### config.mk
export PLATFORM = sky130hd
export DESIGN_NAME = fp16_mac_accumulator
export DESIGN_NICKNAME = d
export VERILOG_FILES = /design/src/rtl/fp16_mac_accumulator.sv
export SDC_FILE = /design/constraint.sdc
export NUM_CORES = 1
export LEC_CHECK = 0
export ABC_AREA = 1
export CORE_MARGIN = 2
export CORE_UTILIZATION = 50
export DETAILED_ROUTE_END_ITERATION = 12
export PLACE_DENSITY_LB_ADDON = 0.1
export SETUP_SLACK_MARGIN = 0.4
export SYNTH_ARGS = -nofsm -noshare
export SYNTH_HDL_FRONTEND = slang
export SYNTH_SLANG_ARGS = --single-unit
### constraint.sdc
create_clock -name clk -period 3.64 [get_ports clk]
set_input_delay 0.728 -clock clk [delete_from_list [all_inputs] [get_ports clk]]
set_output_delay 0.728 -clock clk [all_outputs]
set_load 0.03 [all_outputs]
### src/rtl/fp16_mac_accumulator.sv
// Accumulates groups of ACC_LEN FP16 products through one shared align/add/normalize datapath.
// Optional macro FP16ACC_BIAS_INIT_EN adds acc_init, which preloads the accumulator on each group's first product.
module fp16_mac_accumulator #(
  parameter int ACC_LEN = 4,
  parameter int CNT_W   = 8
) (
  input  logic        clk,
  input  logic        rst,
  input  logic        in_valid,
  output logic        in_ready,
  input  logic [15:0] in_data,
  input  logic [4:0]  in_flags,
  output logic        out_valid,
  input  logic        out_ready,
  output logic [15:0] out_data,
  output logic [4:0]  out_flags,
  output logic        busy
`ifdef FP16ACC_BIAS_INIT_EN
  ,
  input  logic [15:0] acc_init
`endif
);

  typedef enum logic [2:0] {S_IDLE, S_ALIGN, S_ADD, S_NORM, S_OUT} state_t;

  localparam logic [CNT_W-1:0] ACC_LEN_C = CNT_W'(ACC_LEN);

  state_t            state_q, state_d;
  logic [15:0]       acc_q, acc_d;
  logic [15:0]       prod_q, prod_d;
  logic [CNT_W-1:0]  cnt_q, cnt_d;
  logic [4:0]        flags_q, flags_d;
  logic              sign_q, sign_d;
  logic [4:0]        exp_q, exp_d;
  logic [13:0]       ma_q, ma_d;
  logic [13:0]       mb_q, mb_d;
  logic              sub_q, sub_d;
  logic              spec_q, spec_d;
  logic [15:0]       spec_val_q, spec_val_d;
  logic              spec_inv_q, spec_inv_d;
  logic [14:0]       sum_q, sum_d;
  logic              out_valid_q, out_valid_d;
  logic [15:0]       out_data_q, out_data_d;
  logic [4:0]        out_flags_q, out_flags_d;

  logic              unused_flags;
  assign unused_flags = ^in_flags[3:0];

  function automatic logic [3:0] lzc14(input logic [13:0] v);
    lzc14 = 4'd14;
    for (int i = 0; i < 14; i++) begin
      if (v[i]) lzc14 = 4'(13 - i);
    end
  endfunction

  // Alignment: operands flushed, ordered by magnitude, B shifted with sticky collapse
  logic [14:0] x_mag, y_mag, a_mag, b_mag;
  logic        a_sign, b_sign, swap;
  logic [13:0] a_m14, b_m14, b_al, sh_mask;
  logic [4:0]  diff;
  logic        x_nan, y_nan, x_inf, y_inf;

  always_comb begin
    x_mag   = (acc_q[14:10] == 5'd0) ? 15'd0 : acc_q[14:0];
    y_mag   = (prod_q[14:10] == 5'd0) ? 15'd0 : prod_q[14:0];
    swap    = y_mag > x_mag;
    a_mag   = swap ? y_mag : x_mag;
    b_mag   = swap ? x_mag : y_mag;
    a_sign  = swap ? prod_q[15] : acc_q[15];
    b_sign  = swap ? acc_q[15] : prod_q[15];
    a_m14   = (a_mag[14:10] == 5'd0) ? 14'd0 : {1'b1, a_mag[9:0], 3'b000};
    b_m14   = (b_mag[14:10] == 5'd0) ? 14'd0 : {1'b1, b_mag[9:0], 3'b000};
    diff    = a_mag[14:10] - b_mag[14:10];
    sh_mask = (14'd1 << diff) - 14'd1;
    if (diff >= 5'd14) b_al = {13'd0, |b_m14};
    else               b_al = (b_m14 >> diff) | {13'd0, |(b_m14 & sh_mask)};
    x_nan = (&acc_q[14:10]) & (|acc_q[9:0]);
    y_nan = (&prod_q[14:10]) & (|prod_q[9:0]);
    x_inf = (&acc_q[14:10]) & ~(|acc_q[9:0]);
    y_inf = (&prod_q[14:10]) & ~(|prod_q[9:0]);
  end

  // Normalization and round-to-nearest-even of the registered sum
  logic [13:0]        nm;
  logic [3:0]         lz;
  logic signed [6:0]  ne, ne_r;
  logic [11:0]        rm;
  logic               round_up, inexact;
  logic [9:0]         man_r;
  logic [15:0]        res;
  logic [4:0]         res_fl;

  always_comb begin
    lz = lzc14(sum_q[13:0]);
    if (sum_q[14]) begin
      nm = {sum_q[14:2], sum_q[1] | sum_q[0]};
      ne = $signed({2'b00, exp_q}) + 7'sd1;
    end else begin
      nm = sum_q[13:0] << lz;
      ne = $signed({2'b00, exp_q}) - $signed({3'b000, lz});
    end
    round_up = nm[2] & (nm[1] | nm[0] | nm[3]);
    inexact  = |nm[2:0];
    rm       = {1'b0, nm[13:3]} + {11'd0, round_up};
    if (rm[11]) begin
      man_r = 10'd0;
      ne_r  = ne + 7'sd1;
    end else begin
      man_r = rm[9:0];
      ne_r  = ne;
    end
    if (spec_q) begin
      res    = spec_val_q;
      res_fl = {spec_inv_q, 4'b0000};
    end else if (sum_q == 15'd0) begin
      res    = 16'h0000;
      res_fl = 5'b00000;
    end else if (ne_r >= 7'sd31) begin
      res    = {sign_q, 5'h1F, 10'd0};
      res_fl = 5'b01010;
    end else if (ne_r <= 7'sd0) begin
      res    = {sign_q, 15'd0};
      res_fl = 5'b00110;
    end else begin
      res    = {sign_q, ne_r[4:0], man_r};
      res_fl = {3'b000, inexact, 1'b0};
    end
  end

  always_comb begin
    state_d     = state_q;
    acc_d       = acc_q;
    prod_d      = prod_q;
    cnt_d       = cnt_q;
    flags_d     = flags_q;
    sign_d      = sign_q;
    exp_d       = exp_q;
    ma_d        = ma_q;
    mb_d        = mb_q;
    sub_d       = sub_q;
    spec_d      = spec_q;
    spec_val_d  = spec_val_q;
    spec_inv_d  = spec_inv_q;
    sum_d       = sum_q;
    out_valid_d = out_valid_q;
    out_data_d  = out_data_q;
    out_flags_d = out_flags_q;
    case (state_q)
      S_IDLE: begin
        if (in_valid) begin
          prod_d     = in_data;
          flags_d[0] = flags_q[0] | in_flags[4];
`ifdef FP16ACC_BIAS_INIT_EN
          if (cnt_q == '0) acc_d = acc_init;
`endif
          state_d = S_ALIGN;
        end
      end
      S_ALIGN: begin
        sign_d     = a_sign;
        exp_d      = a_mag[14:10];
        ma_d       = a_m14;
        mb_d       = b_al;
        sub_d      = a_sign ^ b_sign;
        spec_d     = x_nan | y_nan | x_inf | y_inf;
        spec_inv_d = 1'b0;
        if (x_nan || y_nan) begin
          spec_val_d = 16'h7E00;
        end else if (x_inf && y_inf && (acc_q[15] != prod_q[15])) begin
          spec_val_d = 16'h7E00;
          spec_inv_d = 1'b1;
        end else if (x_inf) begin
          spec_val_d = acc_q;
        end else begin
          spec_val_d = prod_q;
        end
        state_d = S_ADD;
      end
      S_ADD: begin
        sum_d   = sub_q ? ({1'b0, ma_q} - {1'b0, mb_q}) : ({1'b0, ma_q} + {1'b0, mb_q});
        state_d = S_NORM;
      end
      S_NORM: begin
        acc_d   = res;
        flags_d = flags_q | res_fl;
        cnt_d   = cnt_q + 1'b1;
        state_d = (cnt_d == ACC_LEN_C) ? S_OUT : S_IDLE;
      end
      S_OUT: begin
        // First OUT cycle captures the result; the handshake is only honoured once it is visible
        if (!out_valid_q) begin
          out_valid_d = 1'b1;
          out_data_d  = acc_q;
          out_flags_d = flags_q;
        end else if (out_ready) begin
          out_valid_d = 1'b0;
          out_data_d  = 16'h0000;
          out_flags_d = 5'b00000;
          acc_d       = 16'h0000;
          cnt_d       = '0;
          flags_d     = 5'b00000;
          state_d     = S_IDLE;
        end
      end
      default: state_d = S_IDLE;
    endcase
  end

  always_ff @(posedge clk) begin
    if (rst) begin
      state_q     <= S_IDLE;
      acc_q       <= 16'h0000;
      prod_q      <= 16'h0000;
      cnt_q       <= '0;
      flags_q     <= 5'b00000;
      sign_q      <= 1'b0;
      exp_q       <= 5'd0;
      ma_q        <= 14'd0;
      mb_q        <= 14'd0;
      sub_q       <= 1'b0;
      spec_q      <= 1'b0;
      spec_val_q  <= 16'h0000;
      spec_inv_q  <= 1'b0;
      sum_q       <= 15'd0;
      out_valid_q <= 1'b0;
      out_data_q  <= 16'h0000;
      out_flags_q <= 5'b00000;
    end else begin
      state_q     <= state_d;
      acc_q       <= acc_d;
      prod_q      <= prod_d;
      cnt_q       <= cnt_d;
      flags_q     <= flags_d;
      sign_q      <= sign_d;
      exp_q       <= exp_d;
      ma_q        <= ma_d;
      mb_q        <= mb_d;
      sub_q       <= sub_d;
      spec_q      <= spec_d;
      spec_val_q  <= spec_val_d;
      spec_inv_q  <= spec_inv_d;
      sum_q       <= sum_d;
      out_valid_q <= out_valid_d;
      out_data_q  <= out_data_d;
      out_flags_q <= out_flags_d;
    end
  end

  assign in_ready  = (state_q == S_IDLE);
  assign busy      = (state_q != S_IDLE);
  assign out_valid = out_valid_q;
  assign out_data  = out_data_q;
  assign out_flags = out_flags_q;

endmodule

After elaboration in Yosys (flattened, before gate mapping). Index checks and enable logic that the tools add are counted.

Bits in registers: 138. Input port bits: 25. Word-level logic and storage cells: 147.

Add/sub/neg operators: 9. $lt $le $gt $ge: 4. Equality and inequality tests: 10. Shift-type cells: 3. Mux-type cells: 61. Bitwise operators: 18. Reductions and logical operators: 24.

Operator list (number): $mux 16 (8); $mux 15 (7); $mux 4 (15); $mux 14 (4); $pmux 16 s2 (1); $reduce_or 14->1 (2); $logic_not 5->1 (4); $mux 5 (4); $reduce_or 10->1 (2); $mux 8 (2); $pmux 8 s2 (1); $add 14x14->15 (1); $gt 15x15->1 (1); $logic_not 15->1 (1); $mux 3 (5); $pmux 3 s5 (1); $sub 14x14->15 (1); $and 14x14->14 (1); $mux 7 (2); $or 14x1->14 (1); $shl 1x5->14 const A (1); $shl 14x4->14 (1); $shr 14x5->14 (1); $sub 14x1->14 const B (1); other kinds (35) (61).

Logic depth before layout (Yosys ltp).
Depth in word-level cells: 28. Depth in mapped cells: 35. Depth with buffers taken out: 35.

Worst setup path after synthesis. Ideal clock, no wire load.

Path type: register -> register. Start point: register prod_q[12]. End point: register mb_q[0]. Arrival time: 3730 ps. Required time: 3531 ps. Path slack: -199 ps. Cell stages (with the launch flop): 28. Buffers on the path: 2. Path through: dfxtp_1 -> nor3_1 -> nand3_1 -> nand2_1 -> inv_1 -> ha_1 -> nand2_1 -> o21ai_0 -> a221oi_1 -> o41ai_4 -> nand2_2 -> buf_6 -> nand2_1 -> o21ai_2 -> nand2_1 -> ha_1 -> clkbuf_1 -> o21ai_0 -> nand2_1 -> nand3_1 -> nand2_1 -> inv_1 -> nor2_1 -> nand3_1 -> nand2_1 -> nand3_1 -> nand2_1 -> inv_1.

Word-level cells in the longest chain between the ends: 11. Elaborated cells on any way between the ends: 17. Classes of those cells: add/sub: 2; order compare: 2; shift: 2; mux: 5; bitwise: 2; reduce/logical: 4.

Ends and longest elaborated chain: start: declaration (line 30) `logic [15:0] prod_q, prod_d;`; start signal: assignment (line 231) `prod_q <= prod_d;`; $logic_not 5->1 (line 65) `y_mag = (prod_q[14:10] == 5'd0) ? 15'd0 : prod_q[14:0];`; $mux 15 (*) (line 65); $gt 15x15->1 (line 66) `swap = y_mag > x_mag;`; $mux 15, on equally long branches (line 67, 68); $sub 5x5->5 (line 73) `diff = a_mag[14:10] - b_mag[14:10];`; $shl 1x5->14 (line 74) `sh_mask = (14'd1 << diff) - 14'd1;`; $sub 14x1->14 (line 74); $and 14x14->14 (line 76) `else b_al = (b_m14 >> diff) | {13'd0, |(b_m14 & sh_mask)};`; $reduce_or 14->1 (line 76); $or 14x1->14 (line 76); $mux 14 (*) (line 75) `if (diff >= 5'd14) b_al = {13'd0, |b_m14};`; end signal: assignment (line 237) `mb_q <= mb_d;`; end: declaration (line 36) `logic [13:0] mb_q, mb_d;`.

Mark *: on every way between the ends. The rest lies on a longest branch, timed or not. A chain may end at the register's enable or synchronous reset.

Worst setup path in the final report. Same ends and word-level chain as after synthesis.

==> results.py <==
metrics = {
    "die": {
        "initial_utilization": 0.5129,
        "coreArea_mm2": 0.01883,
        "die-height_um": 143.0,
        "io_pins": 49,
        "die-area_mm2": 0.02044,
        "die_x_um": 143.0,
        "std_cell_rows": 50,
    },
    "run_status": {
        "status": "finished, violations left",
        "violations": "setup timing",
    },
    "layout": {
        "final_common_cell": "nand2_1",
        "final_cell_mix": "302 x nand2_1, 201 x inv_1, 173 x buf_4, 135 x a21oi_1, 134 x nand3_1",
        "multiInputGateArea_mm2": 0.006616,
        "fill_cells": 1638,
        "final_nets": 1770,
        "utilization": 0.7007,
        "syn2layout_area_growth_pct": 36.62,
        "fin_area_mm2": 0.01320,
        "n_antenna_cell": 0,
        "drive_gt1_frac": 0.2679,
        "ff_latch_area_mm2": 0.002711,
    },
    "global_route": {
        "grt_first_pass_wirelength_um": 49110,
        "antenna_found_initial": 0,
        "grt_overflow": 0,
        "grt_pass1_vias": 9711,
        "track_usage": 0.3031,
        "grt_max_degree": 62,
    },
    "critical_path": {
        "cp_max_fo": 7,
        "critPathRequiredTime_ns": 3.96,
        "path_class": "reg2reg",
        "worstPathArrival_ns": 4.27,
        "cp-end-kind": "flop",
        "crit_top_cell": "nand2_1",
        "startpoint_type": "flop",
        "cp_slowest_stage_delay_ns": 0.33,
        "critPathSlowestCell": "dfxtp_2",
    },
    "yosys": {
        "ys_seq_area_frac": 0.2798,
        "netlist_area_mm2": 0.009658,
        "yosysWarnings": 0,
        "synth.distinct_cells": 59,
        "avgSynthCellArea_um2": 6.396,
        "ys_seq_elements": 135,
        "synthCells": 1510,
        "synth_nets": 1572,
    },
    "cts": {
        "clk_latency_ns": 0.43,
        "clock-root-buffer": "clkbuf_16",
        "holdBufCountCts": 0,
        "clock_sinks": 135,
        "cts_buffers": 17,
        "clkTransAtPathRegs_ns": 0.07,
        "clk_path_buf_depth": 2,
        "htreeDepth": 4,
        "cts_tree": "built",
    },
    "placement": {
        "hpwl_um": 22280,
        "placed_cell_area_mm2": 0.01145,
        "gp_congestion": 0.9352,
        "pre_cts_ws_ns": -0.3620,
        "io_buffers": 44,
    },
    "power": {
        "peakVddDrop_v": 0.0003687,
        "p_per_area_mw_per_mm2": 698.6,
        "p_leak_nw": 5.971,
    },
    "timing": {
        "slew_viol_final": 0,
        "fin_skew_ns": 0.01294,
        "whs_ns": 0.4683,
        "setup_tns_ns": -3.631,
        "hold_viol": 0,
        "rsz0062_at_grt": "true",
        "setup_slack_ns": -0.3124,
        "slew_headroom": 0.2864,
        "period_minus_slack_ns": 3.952,
        "finalSetupViolCount": 24,
        "worst_pin_slew_ns": 1.069,
        "fmax_mhz": 253.0,
        "finalCritPeriodShare": 1.086,
    },
    "route": {
        "drt_wl_total_um": 31140,
        "routedWlPerCell_um": 15.72,
        "vias": 10660,
        "dr.pass1.iters": 5,
        "vias_per_cell": 5.383,
        "ant_nets": 0,
        "drt_iter0_markers": 763,
        "drc_errors": 0,
    },
    "hold_path": {
        "hold_class": "reg2reg",
    },
    "flow_run": {
        "maxCapViolations": 0,
    },
}
==> synthesized netlist by cell type, drive strengths merged <==
cell type,n,area (µm²)
o221ai,7,61.31
o211a,1,10.01
a22oi,1,7.510
xnor2,10,87.58
a32oi,1,8.760
a22o,1,8.760
o21bai,7,52.55
clkinv,1,3.750
a211oi,1,7.510
nor3,16,80.08
o211ai,8,60.06
a21boi,2,15.02
nand4,16,100.1
o41ai,4,61.32
xor2,27,236.5
inv,225,847.1
nand2,366,1478
a32o,1,10.01
nand3,149,785.8
dfxtp,135,2703
nor2,109,509.3
o22ai,16,100.1
o21a,1,7.510
or2,17,106.4
o21ai,112,586.8
a21oi,156,814.5
clkbuf,46,172.7
a221oi,1,8.760
fa,1,20.02
a31oi,4,25.02
nor4,7,43.79
buf,16,116.4
o31ai,2,20.02
nand3b,7,52.55
ha,36,450.4
==> registers in the layout, indices dropped and copies added (netlist names), 3 cells and up <==
name / flops
out_data: 16
ma_q: 11
mb_q: 14
flags_q: 5
cnt_q: 8
prod_q: 16
out_flags: 5
sum_q: 15
acc_q: 16
exp_q: 5
spec_val_q: 16
state_q: 3
==> timing repair <==
action	4_1_cts	5_1_grt
pin swaps	55	38
resized for setup	138	90
setup buffers	17	16
gates cloned	3	1
setup endpoints to repair	44	46
==> report_power, final <==
part | total (mW) | switching, mW | internal (mW) | leakage (nW)
Clock | 1.83 | 0.774 | 1.05 | 0.306
Combinational | 5.71 | 3.33 | 2.38 | 4.57
Sequential | 1.68 | 0.105 | 1.58 | 1.10
Total | 9.22 | 4.21 | 5.01 | 5.97
==> metrics by stage <==
step	total power [mW]	std cells
floorplan	4.835	1510
global placement	6.213	1912
detailed placement	6.265	1912
CTS	8.671	1964
global route	9.846	1981
finish	9.219	1981
==> cell type report <==
type                            instances  share of cell area
Clock buffer                           17             0.03224
Timing Repair Buffer                  239              0.1548
Tap cell                              260             0.02465
Inverter                              226             0.06675
Multi-Input combinational cell       1089              0.5014
Clock inverter                         15             0.01470
Sequential cell                       135              0.2055
==> worst max-delay path: cells and delay by family, from the launching register on <==
family	cells	cell delay [ns]
adder cells (fa/ha/maj)	2	0.43
AO/OA/AOI/OAI	3	0.61
AND/OR/NAND/NOR	20	2.31
flip-flops	1	0.33
buffers and inverters	3	0.14
==> logic make-up after synthesis <==
family          after synthesis  synth area share
xor+xnor                     37           0.03355
simple gates                687            0.3267
buf+inv                     288            0.1180
compound gates              326            0.1932
flops                       135            0.2798
fa+ha+maj                    37           0.04871
==> worst paths after layout <==
| kind | start | to | slack (ns) | depth (start not counted) |
|---|---|---|---|---|
| setup reg to reg | prod_q[12]$_SDFFE_PP0P_ | mb_q[0]$_SDFFE_PP0N_ | -0.31 | 28 |
| hold reg to reg | spec_val_q[1]$_SDFFE_PP0N_ | spec_val_q[1]$_SDFFE_PP0N_ | 0.47 | 2 |
| hold / removal | spec_val_q[1]$_SDFFE_PP0N_ | spec_val_q[1]$_SDFFE_PP0N_ | 0.47 | 2 |
| setup / recovery | prod_q[12]$_SDFFE_PP0P_ | mb_q[0]$_SDFFE_PP0N_ | -0.31 | 28 |
==> metal layers <==
layer / share of wire / global-route usage
met1: 0.46 / 0.4181
met5: 0 / 0
met3: 0.053 / 0.04594
met4: 0.026 / 0.1042
met2: 0.46 / 0.4827
(Power assumes the default switching activity.)
